[src/rtl/ifu_fetch_pkg.sv]
// Shared types and constants for the instruction fetch stage.
package ifu_fetch_pkg;

    typedef enum logic [2:0] {
        S_BOOT,
        S_REQ,
        S_RESP,
        S_SEND,
        S_WAIT_WB
    } ifu_state_e;

    typedef struct packed {
        logic [31:0] pc;
        logic [31:0] inst;
        logic        valid;
        logic        fetch_err;
    } if_id_t;

    localparam logic [31:0] NOP_INST      = 32'h0000_0013;
    localparam logic [1:0]  AXI_RESP_OKAY = 2'b00;

    function automatic logic pc_misaligned(input logic [31:0] addr);
        return addr[1:0] != 2'b00;
    endfunction

endpackage

[src/rtl/ifu_fetch.sv]
// Non-pipelined instruction fetch: one AXI4-Lite read per instruction,
// payload handed to decode over valid/ready, next PC supplied by write-back.
module ifu_fetch
    import ifu_fetch_pkg::*;
#(
    parameter logic [31:0] RESET_PC = 32'h8000_0000,
    parameter int unsigned XLEN     = 32
) (
    input  logic            clk,
    input  logic            rst,
    output logic            ar_valid,
    input  logic            ar_ready,
    output logic [XLEN-1:0] ar_addr,
    input  logic            r_valid,
    output logic            r_ready,
    input  logic [XLEN-1:0] r_data,
    input  logic [1:0]      r_resp,
    output logic            out_valid,
    input  logic            out_ready,
    output logic [XLEN-1:0] out_pc,
    output logic [XLEN-1:0] out_inst,
    output logic            out_pvalid,
    output logic            out_fetch_err,
    input  logic            wb_valid,
    input  logic [XLEN-1:0] wb_next_pc
);

    ifu_state_e state, state_next;
    if_id_t     payload, payload_next;

    always_ff @(posedge clk) begin
        if (rst) begin
            state             <= S_BOOT;
            payload.pc        <= RESET_PC;
            payload.inst      <= '0;
            payload.valid     <= 1'b0;
            payload.fetch_err <= 1'b0;
        end else begin
            state   <= state_next;
            payload <= payload_next;
        end
    end

    // Misalignment is resolved on the way into S_REQ so ar_valid never
    // rises for a bad PC; the fault payload goes straight to S_SEND.
    always_comb begin
        state_next   = state;
        payload_next = payload;
        case (state)
            S_BOOT: begin
                if (pc_misaligned(payload.pc)) begin
                    payload_next.inst      = NOP_INST;
                    payload_next.valid     = 1'b1;
                    payload_next.fetch_err = 1'b1;
                    state_next             = S_SEND;
                end else begin
                    state_next = S_REQ;
                end
            end
            S_REQ: begin
                if (ar_ready) state_next = S_RESP;
            end
            S_RESP: begin
                if (r_valid) begin
                    payload_next.inst      = (r_resp != AXI_RESP_OKAY) ? NOP_INST : r_data;
                    payload_next.valid     = 1'b1;
                    payload_next.fetch_err = (r_resp != AXI_RESP_OKAY);
                    state_next             = S_SEND;
                end
            end
            S_SEND: begin
                if (out_ready) state_next = S_WAIT_WB;
            end
            S_WAIT_WB: begin
                if (wb_valid) begin
                    payload_next.pc = wb_next_pc;
                    if (pc_misaligned(wb_next_pc)) begin
                        payload_next.inst      = NOP_INST;
                        payload_next.valid     = 1'b1;
                        payload_next.fetch_err = 1'b1;
                        state_next             = S_SEND;
                    end else begin
                        state_next = S_REQ;
                    end
                end
            end
            default: state_next = S_BOOT;
        endcase
    end

    always_comb begin
        ar_valid      = (state == S_REQ);
        r_ready       = (state == S_RESP);
        out_valid     = (state == S_SEND);
        ar_addr       = payload.pc;
        out_pc        = payload.pc;
        out_inst      = payload.inst;
        out_pvalid    = payload.valid;
        out_fetch_err = payload.fetch_err;
    end

endmodule

[config.mk]
export PLATFORM = sky130hd
export DESIGN_NAME = ifu_fetch
export DESIGN_NICKNAME = d
export VERILOG_FILES = /design/src/rtl/ifu_fetch_pkg.sv /design/src/rtl/ifu_fetch.sv
export SDC_FILE = /design/constraint.sdc
export NUM_CORES = 1
export LEC_CHECK = 0
export CORE_MARGIN = 2
export CORE_UTILIZATION = 35
export CTS_CLUSTER_SIZE = 8
export DETAILED_ROUTE_END_ITERATION = 8
export PLACE_DENSITY = 0.78
export SYNTH_ARGS = -nofsm -noshare
export SYNTH_HDL_FRONTEND = slang
export SYNTH_SLANG_ARGS = --single-unit
[constraint.sdc]
create_clock -name clk -period 4.4 [get_ports clk]
set_input_delay 0.66 -clock clk [delete_from_list [all_inputs] [get_ports clk]]
set_output_delay 0.66 -clock clk [all_outputs]
set_load 0.01 [all_outputs]
==> metrics.md, run 1 <==
| Metric | Value |
|---|---|
| Startpoint class of the critical path | primary input |
| Port bufs | 172 |
| Final Hold Fails | 0 |
| Period minus WS final | 2.44 ns |
| Syn_nets | 360 |
| Clock Tree Buf Depth | 2 |
| First-pass GRT wire length | around 12 mm |
| # nets final | 493 |
| Share of post-route cells with drive strength above 1 | 0.0540 |
| Worst slack at placement | 1.59 ns |
| H-tree Lvls | 3 |
| Total Power | 1360 µW |
| Total track usage | 0.170 |
| Crit path max fanout | 29 |
| Arr. time, crit path | 2.70 ns |
| Status | finished, final reports clean |
| Area delta synth->final | 62.8% |
| GR peak layer | met2 |
| GP Congestion | between 0.7 and 0.8 |
| Hpwl dp | 5.29 mm |
| Core Area | 0.00733 mm² |
| CP Data Required Time | 4.66 ns |
| Clock Pin Slew Worst Setup and Hold Paths | 0.07 ns |
| Seq/Total Area, Yosys | 0.513 |
| Post-DRT Antenna Nets | 0 |
| Site Rows | 31 |
| Sink Count | 69 |
| Layout fillers | 617 |
| WL/cell | 13.7 µm |
| Die area | ~0.0084 mm² |
| Hold Path Class | flop to flop |
| Die Y | 91.7 µm |
| Drt first pass iters | 4 |
| Initial core utilization | 0.367 |
| Largest net degree at the start of global routing | 33 |
| Power Density | 310 mW/mm² |
| Root buffer selected by CTS | clkbuf_8 |
| Met1 Use GR | 0.196 |
| Ys Warns | 0 |
| Library cells used by synthesis | 32 |
| Mapped cell area | 0.00269 mm² |
| Met2 global-route usage | 0.300 |
| CTS buffer count | 9 |
| Mean post-synth cell area | 9.34 µm² |
| Hold Buf Count CTS | 0 |
| CTS tree | yes |
| Least-Margin Pin Slew | 1.27 ns |
| Leak | 0.00155 µW |
| Max Freq | roughly 410 MHz |
| Grt ovf | 0 |
| Routed via count | 2479 |
| Slew Limit Fails | 0 |
| Hold Slack | 0.470 ns |
| Detailed Route Iter0 Violations | 65 |
| Worst setup EP type | flop |
| Seq cells post-synth | 69 |
| Setup TNS | 0 ns |
| Worst vdd rail ir drop | 0.000172 V |
| Tcrit/Tclk final | 0.555 |
| Syn Inst Count | around 290 |
| Clk_lat worst skew | 0.32 ns |
| Wirelength, routed | 7.20 mm |
| Met3 GRT Util | 0.0518 |
| N_diodes | 0 |
| Final WS setup | a little under 2 ns |
| Ports | ~170 |
| Crit Path Class | primary input to flop |
| Skew final | between 0.01 and 0.015 ns |
| RSZ-0062 raised after global routing | false |
| Setup Fix Bufs, Post-CTS | 0 |
| Die width | 91.7 µm |
| Post-route DRC | 0 |
| Max_slew headroom | 0.152 |
| Vias in the first global route | 2474 |
| Initial antenna violation count | 0 |
| Resize count post-CTS | 0 |
| Max-Cap Viols | 0 |
| Via density per instance | between 4 and 5 |
| # setup viols final | 0 |
[cell type report]
class | count | area, µm² | share of cell area
clock buffer | 12 | 145 | 0.0331
tap | 99 | 124 | 0.0283
clock inverter | 4 | 47.5 | 0.0109
sequential | 69 | 1380 | 0.315
timing repair buffer | 173 | 1730 | 0.395
multi-input combinational | 165 | 941 | 0.215
inverter | 3 | 11.3 | 0.00257
[sequential cells by signal (all words and copies together) (netlist names)]
signal / count
ar_addr: 32
out_pvalid: 1
out_inst: 32
state: 3
out_fetch_err: 1
[logic make-up after synthesis]
group	count (synthesis)	synth area share
AOI/OAI and AO/OA	76	0.202
DFF	69	0.513
buffers and inverters	54	0.138
and+or+nand+nor	88	0.143
muxes	1	0.00372
[worst paths after layout]
| path | start | to | slack (ns) | cells past startpoint |
|---|---|---|---|---|
| max | r_valid | out_inst[10] | 1.96 | 5 |
| min | ar_addr[19] | ar_addr[19] | 0.47 | 2 |
| max reg2reg | state[1] | out_inst[10] | 2.13 | 4 |
| min reg2reg | ar_addr[19] | ar_addr[19] | 0.47 | 2 |
[synthesized netlist by cell type]
master | number | share of area
a22o_1 | 29 | 0.094
clkbuf_1 | 8 | 0.011
and2_1 | 1 | 0.0023
nand3b_1 | 2 | 0.0056
nor2b_1 | 2 | 0.0047
o21a_1 | 2 | 0.0056
nor3b_2 | 2 | 0.0093
o32ai_2 | 1 | 0.0060
inv_1 | 3 | 0.0042
nor2_1 | 7 | 0.0098
nand2_1 | 66 | 0.092
buf_6 | 1 | 0.0042
o41ai_1 | 1 | 0.0033
nor3_1 | 1 | 0.0019
o22ai_1 | 1 | 0.0023
nand2b_1 | 3 | 0.0070
buf_4 | 34 | 0.095
mux2i_1 | 1 | 0.0037
and3_4 | 1 | 0.0042
dfxtp_1 | 69 | 0.51
nand3_1 | 2 | 0.0037
a21oi_1 | 35 | 0.065
buf_1 | 1 | 0.0014
and3_1 | 1 | 0.0023
o211a_1 | 1 | 0.0037
buf_12 | 1 | 0.0074
buf_2 | 5 | 0.0093
o21ai_0 | 1 | 0.0019
o32a_1 | 1 | 0.0037
o221a_2 | 3 | 0.013
o311ai_0 | 1 | 0.0033
buf_8 | 1 | 0.0056
[per-layer routing]
layer | vias up | wire, µm
met5 | - | 0
met4 | 0 | 82
met3 | 9 | 531
met2 | 101 | 3690
met1 | 1154 | 2900
li1 | 1215 | -
[per-stage QoR]
step                      instance area (µm²)   util  std cells
final                                    4380  0.597        525
after global placement                   4190  0.571        509
after global routing                     4380  0.597        525
after detailed placement                 4190  0.571        509
after floorplan                          2690      -        288
after CTS                                4380  0.597        525
[where the power goes]
group          leakage, µW  switching (µW)  internal (µW)
Sequential        0.000557            18.8            642
Combinational     0.000899            75.6            121
Clock            0.0000964             222            276
[cells in the final DEF (no fill, tap or decap), types with 2 or more instances in the layout]
master	instances
a21oi_1	34
a22o_1	29
clkbuf_1	2
clkbuf_8	10
clkdlybuf4s50_1	172
clkinv_2	2
dfxtp_1	69
inv_1	3
nand2_1	66
nand2b_1	3
nand3_1	2
nand3b_1	2
nor2_1	7
nor2b_1	2
nor3b_2	2
o21a_1	2
o221a_2	3
[critical path, stage by stage]
cell and delay, ns:
clkdlybuf4s50_1 0.44, nor2b_1 0.24, o32ai_2 0.14, a21oi_2 0.96
a22o_1 0.25
No activity file was read; power rests on OpenSTA's default activity.
==> run 2, diff against run 1 <==
CORE_UTILIZATION = 33   (was 35)
PLACE_DENSITY = 0.77   (was 0.78)
clock period = 2.2 ns   (was 4.4 ns; I/O delays follow)
==> run 2 against run 1 <==
Against the previous run:
- clock power rose by 85%
- setup slack lost 1.8 ns
- wire length rose by 8.2%
- flip-flop and latch count did not move
- final area grew 1.4%
- core utilization fell by 2.9 points
- worst hold slack better by 0.0018 ns
- largest cell class unchanged
==> metrics.md, run 2 (synthesized netlist as in run 1, its figures left out) <==
| Metric | Value |
|---|---|
| Status | finished, final reports clean (unchanged) |
| Final WS setup | 0.197 ns (was 1.96 ns) |
| GP Congestion | 0.752 (was 0.758) |
| Hpwl dp | 5.66 mm (was 5.29 mm) |
| Clk_lat worst skew | 0.35 ns (was 0.32 ns) |
| Arr. time, crit path | 1.67 ns (was 2.70 ns) |
| Register area | 0.00138 mm² (unchanged) |
| Min-Delay Startpoint | ar_addr[9] (was ar_addr[19]) |
| Sink Count | 69 (unchanged) |
| Period minus WS final | around 2 ns |
| First-pass GRT wire length | 12.1 mm (was 11.6 mm) |
| Clock power share | 0.347 (was 0.367) |
| Worst vdd rail ir drop | 0.000300 V (was 0.000172 V) |
| Top routing layer used | met4 (unchanged) |
| Finished Core Util | 0.569 (was 0.597) |
| Post-DRT Antenna Nets | 0 (unchanged) |
| Initial antenna violation count | 0 (unchanged) |
| Sequential share of power | 0.496 (was 0.487) |
| H-tree Lvls | 3 (unchanged) |
| Slew Limit Fails | 0 (unchanged) |
| Clock Pin Slew Worst Setup and Hold Paths | 0.08 ns (was 0.07 ns) |
| Vias in the first global route | 2359 (was 2474) |
| Die area | 0.00889 mm² (was 0.00840 mm²) |
| Worst setup EP type | output pin (was flop) |
| Hold EP | ar_addr[9] (was ar_addr[19]) |
| Layout fillers | 702 (was 617) |
| Wl on met1 | 3.16 mm (was 2.90 mm) |
| Ports | 173 (unchanged) |
| Core Area | 0.00781 mm² (was 0.00733 mm²) |
| WL/cell | 14.6 µm (was 13.7 µm) |
| RSZ-0062 raised after global routing | false (unchanged) |
| Commonest non-fill, non-tap cell in the layout | clkdlybuf4s50_1 (unchanged) |
| Least-Margin Pin Slew | 0.757 ns (was 1.27 ns) |
| Crit-path cells | nand2b_1, nor2_1, clkdlybuf4s50_1 (was clkdlybuf4s50_1, nor2b_1, o32ai_2, a21oi_2, a22o_1) |
| Reg-to-reg setup timing slack | 0.33 ns (was 2.13 ns) |
| Startpoint class of the critical path | flop (was primary input) |
| Power Density | 599 mW/mm² (was 310 mW/mm²) |
| Post-route DRC | 0 (unchanged) |
| Placed cells | 519 (was 509) |
| Tcrit/Tclk final | 0.910 |
| Crit path max fanout | 10 (was 29) |
| Worst slack at placement | -0.269 ns (was 1.59 ns) |
| CTS tree | yes (unchanged) |
| Final Hold Fails | 0 (unchanged) |
| # nets final | 500 (was 493) |
| Total Power | 2660 µW (was 1360 µW) |
| Hold depth | 2 (unchanged) |
| Area delta synth->final | 65.0% (was 62.8%) |
| Leak | 0.00158 µW (was 0.00155 µW) |
| Max-Cap Viols | 0 (unchanged) |
| Initial core utilization | 0.345 (was 0.367) |
| Largest net degree at the start of global routing | 33 (unchanged) |
| Crit-path leading delay family | buffers and inverters (was compound AO/OA/AOI/OAI gates) |
| Hold Path Class | flop to flop (unchanged) |
| CP Data Required Time | 1.87 ns (was 4.66 ns) |
| Clock Tree Buf Depth | 2 (unchanged) |
| Setup TNS | 0 ns (unchanged) |
| Detailed Route Iter0 Violations | 77 (was 65) |
| Crit Path Class | flop to output pin (was primary input to flop) |
| Sw Pwr | 683 µW (was 317 µW) |
| Share of post-route cells with drive strength above 1 | 0.0739 (was 0.0540) |
| WL met3 | 533 µm (was 531 µm) |
| CTS buffer count | 9 (unchanged) |
| Switching Share | 0.257 (was 0.233) |
| Drt first pass iters | 4 (unchanged) |
| Comb pwr share | 0.157 (was 0.145) |
| Met2 wire length | 3.91 mm (was 3.69 mm) |
| Total track usage | 0.176 (was 0.170) |
| CP max-delay cell | clkdlybuf4s50_1 (was a21oi_2) |
| Site Rows | 32 (was 31) |
| # setup viols final | 0 (unchanged) |
| Most frequent cells in the layout | clkdlybuf4s50_1 (172), dfxtp_1 (69), nand2_1 (66) (unchanged) |
| Int Power | 1980 µW (was 1040 µW) |
| CP peak stage delay | 0.55 ns (was 0.96 ns) |
| Non-Filler Instances | 535 (was 525) |
| Die width | 94.3 µm (was 91.7 µm) |
| Routed via count | 2486 (was 2479) |
| Max_slew headroom | 0.494 (was 0.152) |
| Area occupied by multi-input gates | 948 µm² (was 941 µm²) |
| Worst R2R Start | state[1] (unchanged) |
| Worst path buffer plus inverter count | 1 (unchanged) |
| N_diodes | 0 (unchanged) |
| Via density per instance | 4.65 (was 4.72) |
| Die Y | 94.3 µm (was 91.7 µm) |
| Wirelength, routed | 7.79 mm (was 7.20 mm) |
| Worst R2R End | out_inst[30] (was out_inst[10]) |
| Worst R2R Path Depth | 4 (unchanged) |
| Port bufs | 172 (unchanged) |
| Max Freq | 499 MHz |
| Grt ovf | 0 (unchanged) |
| Skew final | 0.00968 ns (was 0.0108 ns) |
| Root buffer selected by CTS | clkbuf_8 (unchanged) |
==> run 2: cell count changes in the layout (fill, tap and decap cells not counted) <==
cell	previous run	this run
a21oi_2	1	0
clkinv_4	0	1
bufinv_16	1	0
clkinv_2	2	3
clkinvlp_4	1	2
buf_4	1	7
buf_12	0	1
a21oi_4	0	1
clkbuf_1	2	0
==> run 2: routing by layer <==
metal  vias to the layer above  GRT usage
met4                         0     0.0749
li1                       1226          -
met3                        13     0.0554
met2                        99      0.295
met5                         -          0
met1                      1148      0.207
==> run 2: worst max-delay path by stage <==
stage	from	to	cells after the start
3_3_place_gp	wb_next_pc[0]	out_inst[25]	5
2_1_floorplan	state[2]	out_inst[21]	7
3_5_place_dp	wb_next_pc[0]	out_inst[8]	5
6_report	state[2]	out_valid	3
4_1_cts	state[2]	out_valid	3
5_1_grt	state[2]	out_valid	3
==> run 2: cell type report <==
class,instances,share of cell area
Clock buffer,10,0.0310
Clock inverter,6,0.00874
Inverter,3,0.00254
Multi-Input combinational cell,165,0.214
Sequential cell,69,0.311
Tap cell,102,0.0287
Timing Repair Buffer,180,0.404
==> run 2: power groups by stage <==
stage	registers, µW	clock network (µW)	logic (µW)
after floorplan	1350	0	166
after global placement	1350	0	406
after detailed placement	1350	0	413
after CTS	1320	955	420
after global routing	1320	1020	454
final	1320	922	418
==> run 2: metrics by stage <==
| stage | cell area, µm² | hold slack [ns] |
|---|---|---|
| 5_1_grt | 4440 | 0.488 |
| 6_report | 4440 | 0.472 |
| 3_5_place_dp | 4260 | 0.458 |
| 4_1_cts | 4440 | 0.476 |
| 2_1_floorplan | 2690 | 0.454 |
| 3_3_place_gp | 4260 | 0.456 |
==> run 2: what timing repair did <==
item	CTS	global route
hold buffers	0	0
setup endpoints to repair	29	0
resized for setup	1	0
buffers inserted	0	0
==> run 2: tightest hold or removal path: cells and delay by family, from the launching register on <==
family | cells | cell delay, ns
flip-flops | 1 | 0.32
AND/OR/NAND/NOR | 1 | 0.05
AO/OA/AOI/OAI | 1 | 0.05
